File: src/rtl/uart_stream_rx.sv
`default_nettype none
// ============================================================================
// Module  : uart_stream_rx
// Brief   : 8N1 UART receiver feeding a small byte FIFO with an AXI-Stream-like
//           output; o_tlast marks the 8'h0A line terminator. Defining
//           UART_RX_FRAME_ERR_EN enables stop-bit checking and o_frame_err.
// Revision: 1.0 - initial release
// ============================================================================
module uart_stream_rx #(
    parameter int DIVISOR = 139,
    parameter int DEPTH   = 4
) (
    input  logic       i_clk,
    input  logic       i_rst,
    input  logic       i_uart_rx,
    output logic [7:0] o_tdata,
    output logic       o_tlast,
    output logic       o_tvalid,
    input  logic       i_tready,
    output logic       o_overrun,
    output logic       o_frame_err
);

    localparam int          c_ADDR_W = $clog2(DEPTH);
    localparam logic [15:0] c_HALF   = 16'(DIVISOR / 2);
    localparam logic [15:0] c_FULL   = 16'(DIVISOR);

`ifdef UART_RX_FRAME_ERR_EN
    typedef enum logic [2:0] {
        ST_IDLE      = 3'd0,
        ST_START     = 3'd1,
        ST_DATA      = 3'd2,
        ST_STOP      = 3'd3,
        ST_WAIT_HIGH = 3'd4
    } state_t;
`else
    typedef enum logic [2:0] {
        ST_IDLE  = 3'd0,
        ST_START = 3'd1,
        ST_DATA  = 3'd2,
        ST_STOP  = 3'd3
    } state_t;
`endif

    logic                r_sync_meta;
    logic                r_sync_rx;
    state_t              r_state;
    logic [15:0]         r_cnt;
    logic [2:0]          r_bit_idx;
    logic [7:0]          r_shift;
    logic [7:0]          r_mem [DEPTH];
    logic [c_ADDR_W-1:0] r_wr_ptr;
    logic [c_ADDR_W-1:0] r_rd_ptr;
    logic [c_ADDR_W:0]   r_count;
    logic                r_overrun;

    logic w_expire;
    logic w_stop_sample;
    logic w_push_try;
    logic w_full;
    logic w_pop;
    logic w_push;

    always_ff @(posedge i_clk or posedge i_rst) begin
        if (i_rst) begin
            r_sync_meta <= 1'b1;
            r_sync_rx   <= 1'b1;
        end else begin
            r_sync_meta <= i_uart_rx;
            r_sync_rx   <= r_sync_meta;
        end
    end

    assign w_expire      = (r_cnt == 16'd1);
    assign w_stop_sample = (r_state == ST_STOP) && w_expire;

    // Receive FSM: the counter expiring at 1 marks each mid-bit sample point.
    always_ff @(posedge i_clk or posedge i_rst) begin
        if (i_rst) begin
            r_state   <= ST_IDLE;
            r_cnt     <= 16'd0;
            r_bit_idx <= 3'd0;
            r_shift   <= 8'h00;
        end else begin
            case (r_state)
                ST_IDLE: begin
                    if (!r_sync_rx) begin
                        r_state <= ST_START;
                        r_cnt   <= c_HALF;
                    end
                end
                ST_START: begin
                    if (w_expire) begin
                        if (!r_sync_rx) begin
                            r_state   <= ST_DATA;
                            r_cnt     <= c_FULL;
                            r_bit_idx <= 3'd0;
                        end else begin
                            r_state <= ST_IDLE;
                        end
                    end else begin
                        r_cnt <= r_cnt - 16'd1;
                    end
                end
                ST_DATA: begin
                    if (w_expire) begin
                        r_shift <= {r_sync_rx, r_shift[7:1]};
                        r_cnt   <= c_FULL;
                        if (r_bit_idx == 3'd7) begin
                            r_state <= ST_STOP;
                        end else begin
                            r_bit_idx <= r_bit_idx + 3'd1;
                        end
                    end else begin
                        r_cnt <= r_cnt - 16'd1;
                    end
                end
                ST_STOP: begin
                    if (w_expire) begin
`ifdef UART_RX_FRAME_ERR_EN
                        r_state <= r_sync_rx ? ST_IDLE : ST_WAIT_HIGH;
`else
                        r_state <= ST_IDLE;
`endif
                    end else begin
                        r_cnt <= r_cnt - 16'd1;
                    end
                end
`ifdef UART_RX_FRAME_ERR_EN
                ST_WAIT_HIGH: begin
                    // A held-low line (break) must not look like a new start bit.
                    if (r_sync_rx) begin
                        r_state <= ST_IDLE;
                    end
                end
`endif
                default: r_state <= ST_IDLE;
            endcase
        end
    end

`ifdef UART_RX_FRAME_ERR_EN
    logic r_frame_err;
    logic w_frame_bad;

    assign w_push_try  = w_stop_sample && r_sync_rx;
    assign w_frame_bad = w_stop_sample && !r_sync_rx;

    always_ff @(posedge i_clk or posedge i_rst) begin
        if (i_rst) begin
            r_frame_err <= 1'b0;
        end else begin
            r_frame_err <= w_frame_bad;
        end
    end

    assign o_frame_err = r_frame_err;
`else
    assign w_push_try  = w_stop_sample;
    assign o_frame_err = 1'b0;
`endif

    assign w_full   = (r_count == (c_ADDR_W + 1)'(DEPTH));
    assign o_tvalid = (r_count != '0);
    assign w_pop    = o_tvalid && i_tready;
    // A pop in the same cycle frees the slot, so a full FIFO can still accept.
    assign w_push   = w_push_try && (!w_full || w_pop);

    always_ff @(posedge i_clk or posedge i_rst) begin
        if (i_rst) begin
            for (int i = 0; i < DEPTH; i++) begin
                r_mem[i] <= 8'h00;
            end
            r_wr_ptr  <= '0;
            r_rd_ptr  <= '0;
            r_count   <= '0;
            r_overrun <= 1'b0;
        end else begin
            if (w_push) begin
                r_mem[r_wr_ptr] <= r_shift;
                r_wr_ptr        <= r_wr_ptr + 1'b1;
            end
            if (w_pop) begin
                r_rd_ptr <= r_rd_ptr + 1'b1;
            end
            case ({w_push, w_pop})
                2'b10:   r_count <= r_count + 1'b1;
                2'b01:   r_count <= r_count - 1'b1;
                default: r_count <= r_count;
            endcase
            r_overrun <= w_push_try && w_full && !w_pop;
        end
    end

    assign o_tdata   = r_mem[r_rd_ptr];
    assign o_tlast   = (o_tdata == 8'h0A);
    assign o_overrun = r_overrun;

endmodule
`default_nettype wire

File: config.mk
export PLATFORM = sky130hd
export DESIGN_NAME = uart_stream_rx
export DESIGN_NICKNAME = d
export VERILOG_FILES = /design/src/rtl/uart_stream_rx.sv
export SDC_FILE = /design/constraint.sdc
export NUM_CORES = 1
export LEC_CHECK = 0
export BUFFER_PORTS_ARGS = -buffer_cell sky130_fd_sc_hd__buf_2
export CAP_MARGIN = 20
export CORE_AREA = 2 2 98 76
export DETAILED_ROUTE_END_ITERATION = 8
export DIE_AREA = 0 0 100 78
export PLACE_DENSITY = 0.71
export SLEW_MARGIN = 20
export SYNTH_ARGS = -nofsm -noshare
export SYNTH_HDL_FRONTEND = slang
export SYNTH_SLANG_ARGS = --single-unit
File: constraint.sdc
create_clock -name i_clk -period 4.1 [get_ports i_clk]
set_input_delay 0.82 -clock i_clk [delete_from_list [all_inputs] [get_ports i_clk]]
set_output_delay 0.82 -clock i_clk [all_outputs]
set_load 0.02 [all_outputs]
==> impl_metrics.json <==
{
  "outcome": "complete, no violations",
  "overflow": 0,
  "hold_path_end": "r_sync_rx",
  "finalHoldViolations": 0,
  "cts.repair.resized": 0,
  "cpPeakStageDelay_ns": 0.72,
  "hp-class": "reg2reg",
  "netlist_instances": 296,
  "p_leak_nw": 1.919,
  "crit_required_ns": 3.28,
  "rsz0062_at_grt": "false",
  "crit_fanout": 10,
  "grt_use_total_pct": 19.77,
  "drt-wirelength-per-cell_um": 16.97,
  "avgSynthCellArea_um2": 12.32,
  "first_global_vias": 2345,
  "totalWireLength_um": 6839,
  "critical_path_buf_inv_count": 1,
  "rows": 26,
  "dieArea_um2": 7800,
  "min_period_over_period_pct": 84.17,
  "n_antenna_cell": 0,
  "end_kind": "primary output",
  "ys_top_cells_by_area": "dfrtp_1 (47%), mux2_2 (13%), mux4_2 (4.9%)",
  "slew_violations": 0,
  "fillers": 551,
  "worst-slew-pin-transition_ns": 0.8738,
  "cts.sinks": 71,
  "clk_path_buf_depth": 2,
  "cts_setup_buffers": 0,
  "insertion_delay_ns": 0.35,
  "r2r_cells": 5,
  "drive_above_1_share_pct": 33.23,
  "path_delay_family": "simple AND/OR/NAND/NOR gates",
  "antenna_found_initial": 0,
  "drc_errors": 0,
  "max_freq_mhz": 289.8,
  "yosysWarnings": 0,
  "slowest_stage": "dfrtp_1",
  "cts_tree": "yes",
  "drt_iter0_markers": 131,
  "setup_viol": 0,
  "grt_max_degree": 52,
  "syn_nets": 314,
  "vias_per_cell": 5.921,
  "worstSetupPathType": "reg2out",
  "drv_cap": 0,
  "grt_first_pass_wirelength_um": 11790,
  "relSlewSlack_pct": 41.68,
  "dpl.cell_count": 387,
  "syn_to_final_growth_pct": 9.334,
  "syn_area_um2": 3646,
  "core_area_um2": 6766,
  "fp.dieH_um": 78,
  "synth.distinct_cells": 58,
  "critPathLaunchType": "flop",
  "initial_core_util_pct": 53.88,
  "final_common_cell": "dfrtp_1",
  "vias": 2386,
  "ys.flop_type": "dfrtp_1",
  "r2r-start": "r_cnt[7]",
  "ys_ff_latch": 71,
  "synth.top_cell.area_share_pct": 47.36,
  "skew_ns": 0.006981,
  "cp.arrival_ns": 2.63,
  "die_width_um": 100,
  "final_nets": 332,
  "final_cell_mix": "dfrtp_1 (69), mux2_2 (41), nor2_1 (17)",
  "cts-root-buf": "clkbuf_8",
  "r2r-end": "r_mem[17]",
  "fin_cells": 403,
  "rrSetupSlack_ns": 1.41,
  "ant_nets": 0,
  "ir_drop_v": 0.0002796,
  "fin_crit_ns": 3.451,
  "min_from": "r_sync_meta",
  "firstDrtPassIters": 4,
  "power_mw": 1.499,
  "fin_tns_setup_ns": 0,
  "ios": 16,
  "hold_depth": 0,
  "path_cells": "mux4_2 > or4_1 > nor4_1 > buf_2",
  "cts_hold_buf": 0,
  "gp_congestion": 0.8432,
  "cts_buffers": 9,
  "ys_seq_area_share_pct": 48.80,
  "synth_top_area_cell": "dfrtp_1",
  "power_density_nw_per_um2": 376.0,
  "port_buffers": 14,
  "synth_edf_count": 0,
  "path_clk_slew_ns": 0.08,
  "htreeDepth": 3,
  "async_flop_share_pct": 100.0,
  "place_hpwl_um": 4753
}
[through the flow]
| stage | hold slack (ns) | setup slack (ns) | util (%) | instance area, um^2 |
|---|---|---|---|---|
| global route | 0.3596 | 0.4949 | 58.91 | 3986 |
| finish | 0.3578 | 0.6490 | 58.91 | 3986 |
| global placement | 0.3464 | 1.054 | 55.88 | 3781 |
| floorplan | 0.3452 | 0.6677 | - | 3646 |
| CTS | 0.3583 | 0.6163 | 58.89 | 3985 |
| detailed placement | 0.3468 | 1.006 | 55.88 | 3781 |
[per-layer routing]
metal	share of wire, %	track usage, %	vias up
met2	43	28.31	61
li1	-	-	1124
met4	1.3	6.301	0
met1	50	29.17	1194
met5	0	0	-
met3	4.8	5.586	7
[Yosys cell counts, types with 2 or more instances]
master	n
xor2_1	6
buf_2	2
a31oi_1	2
or4b_4	2
a21oi_1	6
mux4_2	8
and2_1	3
and3_1	2
ha_1	13
clkbuf_1	3
nor2_1	17
nand2_1	10
or4_4	2
nor2_2	4
nor3b_1	2
nor3_1	9
inv_1	12
nor4_1	9
xnor2_1	4
buf_6	2
dfrtp_1	69
nor2b_1	4
dfstp_2	2
or3_1	4
a22o_1	7
o21ai_0	11
mux2_2	41
nand2_2	4
o211ai_1	5
or4_1	3
[registers in the layout (all words and copies together), names as in the netlist]
name and cells:
o_overrun 1, r_bit_idx 3, r_cnt 16, r_count 3, r_mem 32, r_rd_ptr 2, r_shift 8, r_state 2
r_sync_meta 1, r_sync_rx 1, r_wr_ptr 2
[cells by family after synthesis]
| group | Yosys count | synth area share (%) |
|---|---|---|
| buf+inv | 21 | 2.745 |
| compound gates | 45 | 9.095 |
| simple gates | 84 | 13.97 |
| other cells | 1 | 0.1029 |
| mux | 50 | 17.88 |
| xor+xnor | 10 | 2.402 |
| flops | 71 | 48.80 |
| fa+ha+maj | 14 | 5.010 |
[power by group]
part	switching, mW	internal, mW	leakage [nW]	total [mW]
Sequential	0.0594	0.728	0.943	0.787
Combinational	0.0664	0.0752	0.879	0.142
Clock	0.282	0.288	0.0968	0.570
Total	0.408	1.09	1.92	1.50
[cell type report]
cell class | instances | area (um^2) | area share, %
Inverter | 12 | 46.29 | 1.161
Sequential cell | 71 | 1779 | 44.63
Clock inverter | 7 | 80.08 | 2.009
Tap cell | 84 | 105.1 | 2.637
Clock buffer | 9 | 123.9 | 3.107
Timing Repair Buffer | 16 | 85.08 | 2.134
Multi-Input combinational cell | 204 | 1767 | 44.32
[worst max-delay path by stage]
stage           startpoint       to  slack [ns]  depth (start not counted)
4_1_cts        r_rd_ptr[0]  o_tlast        0.62                          4
6_report       r_rd_ptr[0]  o_tlast        0.65                          4
3_3_place_gp   r_rd_ptr[0]  o_tlast        1.05                          4
3_5_place_dp   r_rd_ptr[0]  o_tlast        1.01                          4
5_1_grt        r_rd_ptr[0]  o_tlast        0.49                          4
2_1_floorplan  r_rd_ptr[0]  o_tlast        0.67                          4
(Power assumes the default switching activity.)
